### src/rtl/gh_note_pkg.sv
// rtl/gh_note_pkg.sv - shared state encoding, playfield geometry and lane-to-x mapping
package gh_note_pkg;

    localparam int X_W = 10;
    localparam int Y_W = 9;

    localparam logic [2:0]     LANES      = 3'd5;
    localparam logic [X_W-1:0] LANE_X0    = 10'd160;
    localparam logic [X_W-1:0] LANE_PITCH = 10'd64;
    localparam logic [9:0]     NOTE_SPEED = 10'd2;
    localparam logic [9:0]     SCREEN_H   = 10'd480;
    localparam logic [Y_W-1:0] HIT_Y_MIN  = 9'd400;
    localparam logic [Y_W-1:0] HIT_Y_MAX  = 9'd440;

    typedef enum logic [1:0] {
        ST_IDLE,
        ST_ADVANCE,
        ST_SCAN,
        ST_REPORT
    } state_e;

    function automatic logic [X_W-1:0] lane_to_x(input logic [2:0] lane);
        return LANE_X0 + ({7'd0, lane} * LANE_PITCH);
    endfunction

endpackage

### src/rtl/slot_alloc_encoder.sv
// rtl/slot_alloc_encoder.sv - lowest-index free slot finder over the slot valid vector
module slot_alloc_encoder #(
    parameter int N  = 8,
    parameter int SW = $clog2(N)
) (
    input  logic [N-1:0]  slot_valid_i,
    output logic [SW-1:0] free_idx_o,
    output logic          any_free_o
);

    // Descending loop so the lowest free index is the last one written.
    always_comb begin
        free_idx_o = '0;
        any_free_o = 1'b0;
        for (int i = N - 1; i >= 0; i--) begin
            if (!slot_valid_i[i]) begin
                free_idx_o = SW'(i);
                any_free_o = 1'b1;
            end
        end
    end

endmodule

### src/rtl/note_slot_scheduler.sv
// rtl/note_slot_scheduler.sv - falling-note slot pool: spawn, per-frame advance, miss retire, strum resolve
module note_slot_scheduler
    import gh_note_pkg::*;
#(
    parameter int NUM_SLOTS = 8
) (
    input  logic                     clk,
    input  logic                     reset,
    input  logic                     frame_tick,
    input  logic                     spawn_valid,
    input  logic [2:0]               spawn_lane,
    output logic                     spawn_ready,
    input  logic                     strum_valid,
    input  logic [2:0]               strum_lane,
    output logic                     strum_ready,
    output logic                     hit,
    output logic                     bad_strum,
    output logic                     miss,
    output logic                     busy,
    output logic [NUM_SLOTS-1:0]     slot_valid,
    output logic [NUM_SLOTS*X_W-1:0] slot_x,
    output logic [NUM_SLOTS*Y_W-1:0] slot_y
);

    localparam int             SW       = (NUM_SLOTS > 1) ? $clog2(NUM_SLOTS) : 1;
    localparam logic [SW-1:0]  LAST_IDX = SW'(NUM_SLOTS - 1);

    state_e                state_q, state_d;
    logic [SW-1:0]         idx_q, idx_d;
    logic                  tick_pend_q, tick_pend_d;
    logic [2:0]            lane_q, lane_d;
    logic                  best_found_q, best_found_d;
    logic [SW-1:0]         best_idx_q, best_idx_d;
    logic [Y_W-1:0]        best_y_q, best_y_d;
    logic [NUM_SLOTS-1:0]  valid_q, valid_d;
    logic [X_W-1:0]        x_q [NUM_SLOTS];
    logic [X_W-1:0]        x_d [NUM_SLOTS];
    logic [Y_W-1:0]        y_q [NUM_SLOTS];
    logic [Y_W-1:0]        y_d [NUM_SLOTS];

    logic                  idle, tick_go, any_free, spawn_fire, strum_fire, candidate;
    logic [SW-1:0]         free_idx;
    logic [X_W-1:0]        cur_x;
    logic [Y_W-1:0]        cur_y;
    logic [9:0]            ny;

    slot_alloc_encoder #(.N(NUM_SLOTS), .SW(SW)) u_alloc (
        .slot_valid_i (valid_q),
        .free_idx_o   (free_idx),
        .any_free_o   (any_free)
    );

    assign idle        = (state_q == ST_IDLE);
    assign tick_go     = frame_tick | tick_pend_q;
    assign spawn_ready = idle & ~tick_go & any_free;
    assign strum_ready = idle & ~tick_go;
    assign spawn_fire  = spawn_valid & spawn_ready;
    assign strum_fire  = strum_valid & strum_ready;
    assign busy        = ~idle;

    assign cur_x     = x_q[idx_q];
    assign cur_y     = y_q[idx_q];
    assign ny        = {1'b0, cur_y} + NOTE_SPEED;
    assign candidate = valid_q[idx_q] && (cur_x == lane_to_x(lane_q))
                       && (cur_y >= HIT_Y_MIN) && (cur_y <= HIT_Y_MAX);

    always_comb begin
        state_d      = state_q;
        idx_d        = idx_q;
        tick_pend_d  = tick_pend_q | (frame_tick & ~idle);
        lane_d       = lane_q;
        best_found_d = best_found_q;
        best_idx_d   = best_idx_q;
        best_y_d     = best_y_q;
        valid_d      = valid_q;
        x_d          = x_q;
        y_d          = y_q;
        hit          = 1'b0;
        bad_strum    = 1'b0;
        miss         = 1'b0;
        case (state_q)
            ST_IDLE: begin
                if (tick_go) begin
                    state_d     = ST_ADVANCE;
                    idx_d       = '0;
                    tick_pend_d = 1'b0;
                end else begin
                    if (strum_fire) begin
                        state_d      = ST_SCAN;
                        idx_d        = '0;
                        lane_d       = strum_lane;
                        best_found_d = 1'b0;
                    end
                    // Out-of-range lanes complete the handshake without allocating.
                    if (spawn_fire && (spawn_lane < LANES)) begin
                        valid_d[free_idx] = 1'b1;
                        x_d[free_idx]     = lane_to_x(spawn_lane);
                        y_d[free_idx]     = '0;
                    end
                end
            end
            ST_ADVANCE: begin
                if (valid_q[idx_q]) begin
                    if (ny >= SCREEN_H) begin
                        valid_d[idx_q] = 1'b0;
                        miss           = 1'b1;
                    end else begin
                        y_d[idx_q] = ny[Y_W-1:0];
                    end
                end
                idx_d = idx_q + 1'b1;
                if (idx_q == LAST_IDX) begin
                    state_d = ST_IDLE;
                    idx_d   = '0;
                end
            end
            ST_SCAN: begin
                // Strict > keeps the lower index on equal y.
                if (candidate && (!best_found_q || (cur_y > best_y_q))) begin
                    best_found_d = 1'b1;
                    best_idx_d   = idx_q;
                    best_y_d     = cur_y;
                end
                idx_d = idx_q + 1'b1;
                if (idx_q == LAST_IDX) begin
                    state_d = ST_REPORT;
                    idx_d   = '0;
                end
            end
            ST_REPORT: begin
                if (best_found_q) begin
                    valid_d[best_idx_q] = 1'b0;
                    hit                 = 1'b1;
                end else begin
                    bad_strum = 1'b1;
                end
                state_d = ST_IDLE;
            end
            default: state_d = ST_IDLE;
        endcase
    end

    always_ff @(posedge clk) begin
        if (reset) begin
            state_q      <= ST_IDLE;
            idx_q        <= '0;
            tick_pend_q  <= 1'b0;
            lane_q       <= '0;
            best_found_q <= 1'b0;
            best_idx_q   <= '0;
            best_y_q     <= '0;
            valid_q      <= '0;
            for (int i = 0; i < NUM_SLOTS; i++) begin
                x_q[i] <= '0;
                y_q[i] <= '0;
            end
        end else begin
            state_q      <= state_d;
            idx_q        <= idx_d;
            tick_pend_q  <= tick_pend_d;
            lane_q       <= lane_d;
            best_found_q <= best_found_d;
            best_idx_q   <= best_idx_d;
            best_y_q     <= best_y_d;
            valid_q      <= valid_d;
            for (int i = 0; i < NUM_SLOTS; i++) begin
                x_q[i] <= x_d[i];
                y_q[i] <= y_d[i];
            end
        end
    end

    always_comb begin
        slot_valid = valid_q;
        slot_x     = '0;
        slot_y     = '0;
        for (int i = 0; i < NUM_SLOTS; i++) begin
            slot_x[X_W*i +: X_W] = x_q[i];
            slot_y[Y_W*i +: Y_W] = y_q[i];
        end
    end

endmodule

### config.mk
export PLATFORM = sky130hd
export DESIGN_NAME = note_slot_scheduler
export DESIGN_NICKNAME = d
export VERILOG_FILES = /design/src/rtl/gh_note_pkg.sv /design/src/rtl/slot_alloc_encoder.sv /design/src/rtl/note_slot_scheduler.sv
export SDC_FILE = /design/constraint.sdc
export NUM_CORES = 1
export LEC_CHECK = 0
export BUFFER_PORTS_ARGS = -buffer_cell sky130_fd_sc_hd__buf_2
export CAP_MARGIN = 0
export CELL_PAD_IN_SITES_DETAIL_PLACEMENT = 0
export CELL_PAD_IN_SITES_GLOBAL_PLACEMENT = 1
export CORE_MARGIN = 8
export CORE_UTILIZATION = 40
export CTS_CLUSTER_SIZE = 14
export DETAILED_ROUTE_END_ITERATION = 8
export PLACE_DENSITY = 0.76
export RECOVER_POWER = 100
export SYNTH_ARGS = -nofsm -noshare
export SYNTH_HDL_FRONTEND = slang
export SYNTH_HIERARCHICAL = 1
export SYNTH_SLANG_ARGS = --single-unit
### constraint.sdc
create_clock -name clk -period 4.6 [get_ports clk]
set_input_delay 0.69 -clock clk [delete_from_list [all_inputs] [get_ports clk]]
set_output_delay 0.69 -clock clk [all_outputs]
set_load 0.03 [all_outputs]
==> results.toml <==
[status]
status = "finished with violations"
violations = "capacitance limit, slew limit"

[global_route]
grt_max_degree = 88
grt_pass1_vias = 6257
overflow = 0
grt_pass1_wl_um = 36680
antenna_found_initial = 0
grtUsageTotal = 0.2078

[layout]
area_growth_pct = 14.67
layout-drive-gt1-share = 0.1041
seq_area_mm2 = 0.002848
fin_nets = 921
diodes = 0
multi_input_area_mm2 = 0.003960
fill_cells = 1805
fin_util = 0.4688

[power]
vdd_ir_drop_max_uv = 337.2
total_leakage_power_nw = 3.156
power_per_cell_area_mw_per_mm2 = 454.7

[critical_path]
crit_type = "register to primary output"
cp-end-kind = "primary output"
path_buf_inv = 1
max_stage_delay_ns = 0.64
crit_required_ns = 3.91
crit_path_top_delay_cell = "dfxtp_2"
cp_max_fo = 20
arrival_ns = 3.56
cpLargestDelayFamily = "multiplexers"
critical_path.cell_chain = "mux4_2 > mux2_1 > ha_1 > nor2_1 > and4bb_4 > nor4_1 > o21ai_0 > and3_1 > clkbuf_2"
startpoint_type = "register"

[cts]
h-tree-depth = 4
cts_buffers = 17
cts_resized = 0
cts.reportedPaths.clkPinSlew_ns = 0.06
cts_tree = "built"
cts_hold_buf = 0
clk_path_buf_depth = 2
insertion_delay_ns = 0.43
cts.sinks = 142
clockRootBuffer = "clkbuf_16"
post-cts-setup-buffers = 0

[logic_synthesis]
seq_area_frac_synth = 0.3858
avgSynthCellArea_um2 = 9.632
synth_enable_flop_cells = 0
synth_top_area_share = 0.3858
synth_area_mm2 = 0.007368
synth_flop_cell = "dfxtp_1"
yosys-top-cells-area = "dfxtp_1 (39%), a22o_1 (8.3%), buf_4 (4.1%), nor2_1 (3.9%), ha_1 (3.4%)"
ys_ff_latch = 142
yosysMostFrequentCell = "dfxtp_1"
ys_top_cells_by_count = "dfxtp_1 (142), nor2_1 (77), a22o_1 (70)"
ys_warn_count = 6
async_flop_share = 0
ys_types = 74
syn_inst = 765
synth_top_area_cell = "dfxtp_1"

[floorplanning]
die-width_um = 151.7
die_y_um = 151.7
dieArea_mm2 = 0.02302
rows = 49
boundaryPins = 177
initial_core_util = 0.4088
core_mm2 = 0.01802

[job]
drv_cap = 1

[sta]
whs_ns = 0.4687
fin_crit_sh = 0.9250
timing.final.ws_setup_ns = 0.3452
slew-limit-headroom = -0.3138
period_minus_slack_ns = 4.255
rsz0062_at_grt = "false"
skew_ns = 0.008345
slew_viol_final = 88
tightestPinTransition_ns = 1.971
setup_tns_ns = 0
finalHoldViolations = 0
setup_violations = 0
max_freq_mhz = 235.0

[routing]
remaining_drc_errors = 0
dr.pass1.iters = 5
ant_nets = 0
wire_per_inst_um = 21.17
drt_iter0_drc = 537
vias = 6401
wl_um = 23960
via_per_inst = 5.655

[placement]
io_buffer_count = 136
post-place-ws_ns = 0.6421
gp_congestion = 0.8240
dp_hpwl_um = 17060

[hold_path]
hp-class = "register to register"
-- layer usage --
| layer | vias up | track usage | routed length [µm] |
|---|---|---|---|
| li1 | 3017 | - | - |
| met5 | - | 0 | 0 |
| met4 | 0 | 0.06369 | 359 |
| met3 | 26 | 0.03623 | 1397 |
| met2 | 230 | 0.3394 | 11480 |
| met1 | 3128 | 0.2743 | 10720 |
-- final timing paths --
path / startpoint / to / slack [ns] / cells past startpoint
max: idx_q[1]$_SDFFE_PP0P_ / miss / 0.35 / 9
min: lane_q[2]$_SDFFE_PP0P_ / lane_q[2]$_SDFFE_PP0P_ / 0.47 / 2
max reg2reg: idx_q[0]$_SDFFE_PP0P_ / slot_y[28]$_SDFFE_PP0P_ / 0.42 / 10
min reg2reg: lane_q[2]$_SDFFE_PP0P_ / lane_q[2]$_SDFFE_PP0P_ / 0.47 / 2
-- placed cells by master (no fill, tap or decap), types with 4 or more instances in the layout --
cell type,n
bufinv_16,4
mux4_1,7
o22ai_1,5
mux4_2,9
o21a_1,11
nor2_4,8
a21oi_2,4
nand3b_1,8
dfxtp_1,140
mux2i_1,18
xnor2_1,8
mux2_2,7
nor3_1,10
nand2_1,52
nor3b_1,6
a211oi_1,16
a21oi_1,49
clkbuf_16,17
clkbuf_1,126
nand3_1,21
a22o_1,70
nand4_1,4
nor2_1,77
inv_6,5
o22a_1,4
buf_4,6
o21ai_0,7
conb_1,40
a221oi_1,7
nor2b_1,11
inv_1,29
and3_1,6
buf_2,9
o211ai_1,9
o32a_1,4
ha_1,20
a31oi_1,7
-- cells by family (layout without fill, tap and decap cells) --
kind of cell,Yosys count,in the layout,share of synthesized area
simple gates,224,224,0.1537
compound gates,219,219,0.2396
flops,142,142,0.3858
buf+inv,107,206,0.08456
mux,43,43,0.09119
fa+ha+maj,20,20,0.03396
xor+xnor,9,9,0.01070
other cells,1,40,0.0005089
-- through the flow --
step / instance area, µm² / cells / total power [mW]
floorplan: 7515 / 804 / 2.161
global placement: 8053 / 1100 / 2.375
detailed placement: 8053 / 1100 / 2.376
CTS: 8701 / 1132 / 3.897
global route: 8449 / 1132 / 4.000
finish: 8449 / 1132 / 3.842
-- layout make-up --
class,count,area share
Multi-Input combinational cell,555,0.4687
Sequential cell,142,0.3370
Timing Repair Buffer,145,0.07078
Clock buffer,17,0.05035
Tap cell,229,0.03391
Clock inverter,15,0.02636
Inverter,29,0.01288
-- sequential cells by signal, indices dropped and copies added, names as in the netlist --
name	flops
best_found_q	1
best_idx_q	3
best_y_q	9
idx_q	3
lane_q	3
slot_valid	8
slot_x	40
slot_y	72
state_q	2
tick_pend_q	1
-- tightest hold or removal path, cell delays in order, from the launching register on --
cell     delay [ns]
dfxtp_1        0.31
nand2_1        0.05
a21oi_1        0.05
-- report_power, final --
group / total, mW / switching, mW / internal, mW
Clock: 1.53 / 0.604 / 0.929
Sequential: 1.35 / 0.0782 / 1.27
Combinational: 0.964 / 0.691 / 0.273
Note: power is estimated with default switching activity, not from simulation.
